File: src/rtl/sort4_seq.sv
// Sequential ascending sorter for four N-bit operands.
// One shared comparator, one compare-and-swap per clock, 6-step bubble network.
module sort4_seq #(
  parameter int N      = 6,
  parameter bit SIGNED = 1'b0
) (
  input  logic         clk,
  input  logic         rst_n,
  input  logic         start,
  input  logic [N-1:0] x0,
  input  logic [N-1:0] x1,
  input  logic [N-1:0] x2,
  input  logic [N-1:0] x3,
  output logic [N-1:0] s0,
  output logic [N-1:0] s1,
  output logic [N-1:0] s2,
  output logic [N-1:0] s3,
  output logic         busy,
  output logic         done
);

  typedef enum logic [2:0] {
    S_IDLE,
    S_C01A,
    S_C12A,
    S_C23,
    S_C01B,
    S_C12B,
    S_C01C,
    S_DONE
  } state_t;

  state_t       r_state;
  state_t       w_next;
  logic [N-1:0] r_w [4];
  logic [N-1:0] r_s [4];
  logic         r_busy;
  logic         r_done;

  logic [1:0]   w_idx;
  logic         w_step;
  logic [N-1:0] w_cx;
  logic [N-1:0] w_cy;
  logic         w_gl;
  logic [N-1:0] w_n [4];

  // Pair select depends on the current state only.
  always_comb begin
    w_idx  = 2'd0;
    w_step = 1'b0;
    w_next = r_state;
    unique case (r_state)
      S_IDLE: if (start) w_next = S_C01A;
      S_C01A: begin
        w_idx  = 2'd0;
        w_step = 1'b1;
        w_next = S_C12A;
      end
      S_C12A: begin
        w_idx  = 2'd1;
        w_step = 1'b1;
        w_next = S_C23;
      end
      S_C23: begin
        w_idx  = 2'd2;
        w_step = 1'b1;
        w_next = S_C01B;
      end
      S_C01B: begin
        w_idx  = 2'd0;
        w_step = 1'b1;
        w_next = S_C12B;
      end
      S_C12B: begin
        w_idx  = 2'd1;
        w_step = 1'b1;
        w_next = S_C01C;
      end
      S_C01C: begin
        w_idx  = 2'd0;
        w_step = 1'b1;
        w_next = S_DONE;
      end
      S_DONE: w_next = S_IDLE;
      default: w_next = S_IDLE;
    endcase
  end

  assign w_cx = r_w[w_idx];
  assign w_cy = r_w[w_idx + 2'd1];

  generate
    if (SIGNED) begin : g_sgn
      assign w_gl = $signed(w_cx) > $signed(w_cy);
    end else begin : g_uns
      assign w_gl = w_cx > w_cy;
    end
  endgenerate

  always_comb begin
    for (int i = 0; i < 4; i++) w_n[i] = r_w[i];
    if (w_step && w_gl) begin
      w_n[w_idx]        = w_cy;
      w_n[w_idx + 2'd1] = w_cx;
    end
  end

  // Results load on the last swap so they are valid while done is high.
  always_ff @(posedge clk) begin
    if (!rst_n) begin
      r_state <= S_IDLE;
      r_busy  <= 1'b0;
      r_done  <= 1'b0;
      for (int i = 0; i < 4; i++) begin
        r_w[i] <= '0;
        r_s[i] <= '0;
      end
    end else begin
      r_state <= w_next;
      r_busy  <= (w_next != S_IDLE);
      r_done  <= (w_next == S_DONE);
      if (r_state == S_IDLE && start) begin
        r_w[0] <= x0;
        r_w[1] <= x1;
        r_w[2] <= x2;
        r_w[3] <= x3;
      end else if (w_step) begin
        for (int i = 0; i < 4; i++) r_w[i] <= w_n[i];
      end
      if (r_state == S_C01C) begin
        for (int i = 0; i < 4; i++) r_s[i] <= w_n[i];
      end
    end
  end

  assign s0   = r_s[0];
  assign s1   = r_s[1];
  assign s2   = r_s[2];
  assign s3   = r_s[3];
  assign busy = r_busy;
  assign done = r_done;

endmodule

File: config.mk
export PLATFORM = sky130hd
export DESIGN_NAME = sort4_seq
export DESIGN_NICKNAME = d
export VERILOG_FILES = /design/src/rtl/sort4_seq.sv
export SDC_FILE = /design/constraint.sdc
export NUM_CORES = 1
export LEC_CHECK = 0
export CAP_MARGIN = 40
export CORE_UTILIZATION = 45
export CTS_CLUSTER_DIAMETER = 120
export CTS_CLUSTER_SIZE = 16
export DETAILED_ROUTE_END_ITERATION = 12
export PLACE_DENSITY_LB_ADDON = 0.08
export SYNTH_ARGS = -nofsm -noshare
export SYNTH_HDL_FRONTEND = slang
export SYNTH_SLANG_ARGS = --single-unit
File: constraint.sdc
create_clock -name clk -period 12.8 [get_ports clk]
set_clock_uncertainty 0.15 [all_clocks]
set_input_delay 1.28 -clock clk [delete_from_list [all_inputs] [get_ports clk]]
set_output_delay 1.28 -clock clk [all_outputs]
set_load 0.01 [all_outputs]
==> impl_metrics.py <==
metrics = {
    "synth": {
        "ys_warn_count": 0,
        "ys_seq_area_share_pct": 42.7,
        "synth.area.top_cells": "edfxtp_1, ha_1, o31ai_2",
        "yosys_most_used_dff": "edfxtp_1",
        "synth-seq-cells": 53,
        "postSynthCellCount": 353,
        "synth.top_cell.area_share_pct": 40.0,
        "yosys-top-cells-count": "edfxtp_1, a21oi_1, nand2_1",
        "synth-edff-count": 48,
        "netlist_area_sq_um": 3610,
        "synthDistinctLibCells": 44,
        "synth_most_common_cell": "edfxtp_1",
        "syn_avg_cell_area_sq_um": 10.2,
        "synth_nets": 396,
        "async_reset_ff_share_pct": 0,
        "yosysTopAreaCell": "edfxtp_1",
    },
    "timing": {
        "rsz0062_at_grt": "no",
        "finalWorstSetupSlack_ps": 7540,
        "fin_crit_sh_pct": 41.1,
        "max_freq_ghz": 0.190,
        "fin_setup_tns_ps": 0,
        "finalHoldViolCount": 0,
        "layout_min_cycle_time_ps": 5260,
        "finalSetupViolations": 0,
        "worst_slew_pin_slew_ps": 829,
        "drv_slew": 0,
        "relSlewSlack_pct": 44.3,
    },
    "floorplanning": {
        "chipHeight_um": 91.5,
        "rows": 32,
        "floorplan.initialDensity_pct": 46.7,
        "die_area_sq_um": 8380,
        "die_w_um": 91.5,
        "num_io_pins": 53,
        "core_sq_um": 7730,
    },
    "critical_path": {
        "crit_path_end_kind": "flop",
        "slowest_delay_ps": 670,
        "cp_max_fo": 30,
        "cp_slowest_cell": "ha_1",
        "worstPathRequired_ps": 12690,
        "critPathLaunchType": "flop",
        "criticalPathCategory": "reg2reg",
        "crit_chain": "inv_1 > ha_1 > mux2i_1 > inv_1 > ha_1 > mux4_2 > inv_1 > ha_1 > nand3_1 > a21oi_1 > a211o_1 > buf_4 > and3_1 > o31ai_2",
        "cp.arrival_ps": 5150,
    },
    "hold_path": {
        "hp-class": "reg2reg",
    },
    "grt": {
        "grtUsageMet2_pct": 39.2,
        "grt_max_degree": 31,
        "grt.busiest_layer": "met2",
        "grt_remaining_overflow": 0,
        "use_met3_pct": 3.35,
        "use_met1_pct": 37.2,
        "grt_pass1_wl_um": 16400,
        "antenna_found_initial": 0,
        "grt_pass1_vias": 3023,
        "grt.total_usage_pct": 25.3,
    },
    "route": {
        "drtIter0Drc": 244,
        "dr.pass1.iters": 4,
        "routedWlPerCell_um": 20.3,
        "num_vias": 3106,
        "routed_via_density": 6.22,
        "drt-total-wl_um": 10100,
        "drc": 0,
        "ant_nets": 0,
    },
    "placement": {
        "pre_cts_ws_ps": 7660,
        "gp_congestion": 0.954,
        "hpwlAfterDp_um": 7550,
        "place_area_sq_um": 4230,
        "numPortBuffers": 52,
    },
    "clock_tree": {
        "clock-root-buffer": "clkbuf_8",
        "htreeDepth": 2,
        "cts_hold_buf": 0,
        "post_cts_resized": 0,
        "cts_tree": "built",
        "cts_sinks": 53,
        "path_clk_slew_ps": 100,
        "clk_path_buf_depth": 2,
        "cts_buffers": 5,
        "cts_setup_buffers": 0,
        "clock_latency_ps": 310,
    },
    "pwr": {
        "powerDensity_nw_per_um2": 245,
        "vdd_drop_max_uv": 163,
        "p_leak_nw": 1.57,
    },
    "job": {
        "maxCapViolations": 0,
    },
    "finish": {
        "fin_nets": 440,
        "antenna_cells": 0,
        "final_cell_area_sq_um": 4310,
        "syn_to_final_growth_pct": 19.6,
        "layout-drive-gt1-share_pct": 13.1,
    },
    "run_status": {
        "status": "finished clean",
    },
}
-- where the power goes --
part,switching [mW],internal (mW)
Sequential,0.0598,0.246
Clock,0.0558,0.0369
Combinational,0.423,0.235
-- metal layers --
metal / routed length [um] / vias up
li1: - / 1454
met1: 4930 / 1527
met2: 4540 / 108
met3: 442 / 17
met4: 194 / 0
met5: 0 / -
-- final timing paths --
check	start	to	slack, ps	cells after the start
hold reg to reg	r_state[0]	r_state[0]	530	2
hold / removal	r_state[0]	r_state[0]	530	2
setup / recovery	r_state[0]	r_w[1][2]	7540	14
setup reg to reg	r_state[0]	r_w[1][2]	7540	14
-- per-stage QoR --
step,power (mW),util [%],hold WS (ps),instances
after global placement,0.941,54.2,511,489
after floorplan,0.776,-,455,353
after global routing,1.13,55.8,623,499
after detailed placement,0.952,54.8,517,492
after CTS,1.05,55.8,533,499
final,1.06,55.8,529,499
-- worst max-delay path, delay by kind of cell (launching register included) --
family,cells,cell delay [ps]
adder cells (fa/ha/maj),3,1300
flip-flops,1,440
buffers and inverters,4,740
AO/OA/AOI/OAI,3,740
multiplexers,2,1230
AND/OR/NAND/NOR,2,370
-- placed cells by master (no fill, tap or decap), types with 2 or more instances in the layout --
cell | synthesis | layout
nand3b_1 | 5 | 5
a21oi_1 | 34 | 34
buf_4 | 0 | 5
mux2i_1 | 9 | 9
mux2_2 | 4 | 4
and3_4 | 6 | 6
clkbuf_8 | 0 | 5
o21bai_1 | 3 | 3
o31ai_1 | 6 | 6
o22ai_1 | 24 | 24
nand3_1 | 11 | 11
a211oi_1 | 3 | 3
a211o_1 | 4 | 4
nand2b_1 | 5 | 5
clkdlybuf4s50_1 | 0 | 52
o21ai_0 | 7 | 7
nor3_1 | 24 | 24
nor3_2 | 3 | 3
and2_1 | 3 | 3
nor2_1 | 9 | 9
ha_1 | 16 | 16
nor2b_1 | 2 | 2
nand2_1 | 33 | 33
inv_1 | 12 | 12
o31ai_2 | 16 | 16
mux4_2 | 5 | 5
edfxtp_1 | 48 | 48
dfxtp_1 | 5 | 5
o2111ai_1 | 2 | 2
and3_1 | 15 | 15
o221ai_1 | 2 | 2
o211ai_1 | 3 | 3
-- final cells by class --
type | instances | area, sq um
multi-input combinational | 266 | 1920
sequential | 53 | 1540
inverter | 12 | 45.0
timing repair buffer | 59 | 597
tap | 102 | 128
clock buffer | 5 | 68.8
fill | 672 | 3410
clock inverter | 2 | 11.3
-- state kept, by name (all words and copies together) (netlist names) --
register	count
r_s	24
r_w	24
r_state	3
busy	1
done	1
-- kinds of logic (layout without fill, tap and decap cells) --
family / count (synthesis) / in the layout / synth area share, %
AO/OA/AOI/OAI: 109 / 109 / 21.7
adder cells (fa/ha/maj): 16 / 16 / 5.55
buffers and inverters: 34 / 78 / 3.95
flip-flops: 53 / 53 / 42.7
multiplexers: 19 / 19 / 7.49
AND/OR/NAND/NOR: 122 / 122 / 18.6
Power figures use the tool's default switching activity.
==> RTL change: new RTL, same settings <==
`N`: 6 -> 3.
--- a/src/rtl/sort4_seq.sv
+++ b/src/rtl/sort4_seq.sv
@@ -2,5 +2,5 @@
 // One shared comparator, one compare-and-swap per clock, 6-step bubble network.
 module sort4_seq #(
-  parameter int N      = 6,
+  parameter int N      = 3,
   parameter bit SIGNED = 1'b0
 ) (
Ports: changed (8 resized); port bits go from 53 to 29. The function was not compared with the original's and may differ.
==> RTL change against the original RTL <==
  * Sequential power fell by 58%
  * Power is 71% lower
  * Routed wire length is 43% lower
  * Sequential cell count is 24 lower
  * Setup slack gained 860 ps
  * Combinational power is 84% lower
  * Synthesized area down 39%
  * Cell area decreased by 41%
  * Largest cell class unchanged
==> RTL change: results (changes against the original RTL) <==
[metrics] post-detailed-routing wire length: 5.71 mm (-43%)
[metrics] result of the run: finished clean
[metrics] Hold Path Depth: 2 (unchanged)
[metrics] Worst VDD drop: 0.0000663 V (-59%)
[metrics] port bufs: 28 (-46%)
[metrics] largest registers in the final layout: r_s (12), r_w (12), r_state (3)
[metrics] Max stage delay on crit path: 870 ps (+200 ps)
[metrics] CTS buffer count: 5 (unchanged)
[metrics] via count of the first global-routing pass: 1,868 (-38%)
[metrics] met2 global-route usage: 36.0% (-3.1 points)
[metrics] met1 routing resource usage after global routing: 29.5% (-7.7 points)
[metrics] Placer Congestion: 0.958 (+0.44%)
[metrics] critical-path maximum fanout: 24 (-20%)
[metrics] startpoint of the most critical register-to-register path: r_state[0]
[metrics] net count after synthesis: 276 (-30%)
[metrics] Cell variety after synth: 55 (+25%)
[metrics] leakage power: 0.915 nW (-42%)
[metrics] Area after DPL: 2470 µm² (-42%)
[metrics] Detail Placement HPWL: 4.15 mm (-45%)
[metrics] DR pass1 iterations: 4 (unchanged)
[metrics] post-CTS repair timing setup buffer count: 0 (unchanged)
[metrics] most common library cells after synthesis: 34 x nand2_1, 26 x nor2_1, 24 x edfxtp_1
[metrics] number of pins exceeding their max-slew limit in the final report: 0 (unchanged)
[metrics] overall global routing resource usage: 23.2% (-2.1 points)
[metrics] total number of vias: 1,951 (-37%)
[metrics] violation count after the first detailed-route iteration: 251 (+2.9%)
[metrics] normalized max-slew margin: 43.9% (-0.44 points)
[metrics] post-layout net count: 296 (-33%)
[metrics] Hold Startpoint: r_state[1]
[metrics] number of enable-type register cells in the synthesized netlist: 24 (-50%)
[metrics] cell with the largest stage delay on the worst path: dfxtp_1
[metrics] met3 Use GR: 6.11% (+2.8 points)
[metrics] CTS clock-pin slew for the worst setup and hold paths: 60 ps (-40 ps)
[metrics] clock root buffer: clkbuf_8
[metrics] count of cells resized by post-cts repair: 0 (unchanged)
[metrics] path category of the worst min-delay check: register to register
[metrics] maximum number of pins on one net before global-route repair: 38 (+23%)
[metrics] warnings from Yosys: 0 (unchanged)
[metrics] crit path launch type: register
[metrics] flip-flop cell with the highest count after synthesis: edfxtp_1
[metrics] count of H-tree levels built during CTS: 2 (unchanged)
[metrics] Worst R2R Path Depth: 12 (-2)
[metrics] CP delay by family, top: compound AO/OA/AOI/OAI gates
[metrics] worst-case clock buffer depth: 2 (unchanged)
[metrics] # diodes: 0 (unchanged)
[metrics] async set-or-reset flop fraction in the synthesized netlist: 0% (unchanged)
[metrics] Seq/Total Area, Yosys: 37.1% (-5.7 points)
[metrics] first-pass GRT wire length: 9.02 mm (-45%)
[metrics] worst-skew pair later-pin latency: 280 ps (-30 ps)
[metrics] arrival time reported for the critical path endpoint: 4270 ps (-880 ps)
[metrics] fraction of final layout cells sized beyond drive strength 1: 11.3% (-1.8 points)
[metrics] top cells by area in the synthesized netlist: edfxtp_1 33%, nand2_1 5.8%, dfxtp_1 4.5%
[metrics] hold bufs inserted after CTS: 0 (unchanged)
[RTL change: cell types whose count changed after synthesis, moves of 7 or more]
cell      change
mux2i_1       -7
and3_1       -12
o31ai_2      -16
nor2_1       +17
clkbuf_1     -11
a21oi_1      -17
nor3_1       -14
ha_1          -9
o22ai_1      -24
o21ai_0       +9
edfxtp_1     -24
[RTL change: worst paths after layout]
check	endpoint	slack (ps)
worst max-delay path	r_w[1][2]	8390
worst min-delay path	r_state[1]	530
worst max register to register	r_w[1][2]	8390
worst min register to register	r_state[1]	530
[RTL change: final cells by class]
class	count	area (µm²)
fillers	440	2170
multi-input cells	198	1230
flip-flops and latches	29	821
repair buffers	30	295
well taps	67	83.8
clock buffers	6	72.6
inverters	10	37.5
clock inverters	2	10.0
[RTL change: per-layer routing]
metal,up-vias,part of all wire (%)
li1,970,-
met1,889,43
met2,77,46
met3,15,7.4
met4,0,3.1
met5,-,0
[RTL change: through the flow]
| step | utilization [%] | worst slack (ps) | hold slack (ps) | cells |
|---|---|---|---|---|
| after floorplan | - | 9290 | 450 | 254 |
| after global placement | 52.2 | 8490 | 516 | 334 |
| after detailed placement | 52.2 | 8440 | 523 | 334 |
| after CTS | 54.0 | 8420 | 533 | 342 |
| after global routing | 54.0 | 8020 | 615 | 342 |
| final | 54.0 | 8390 | 529 | 342 |
[RTL change: cell families after synthesis]
family | synth area share (%)
simple gates | 23.6
flops | 37.1
buf+inv | 7.40
fa+ha+maj | 3.95
mux | 1.41
xor+xnor | 0.396
compound gates | 26.2
[RTL change: power breakdown]
group,internal (mW),switching (mW)
Combinational,0.0414,0.0649
Sequential,0.113,0.0156
Clock,0.0376,0.0354
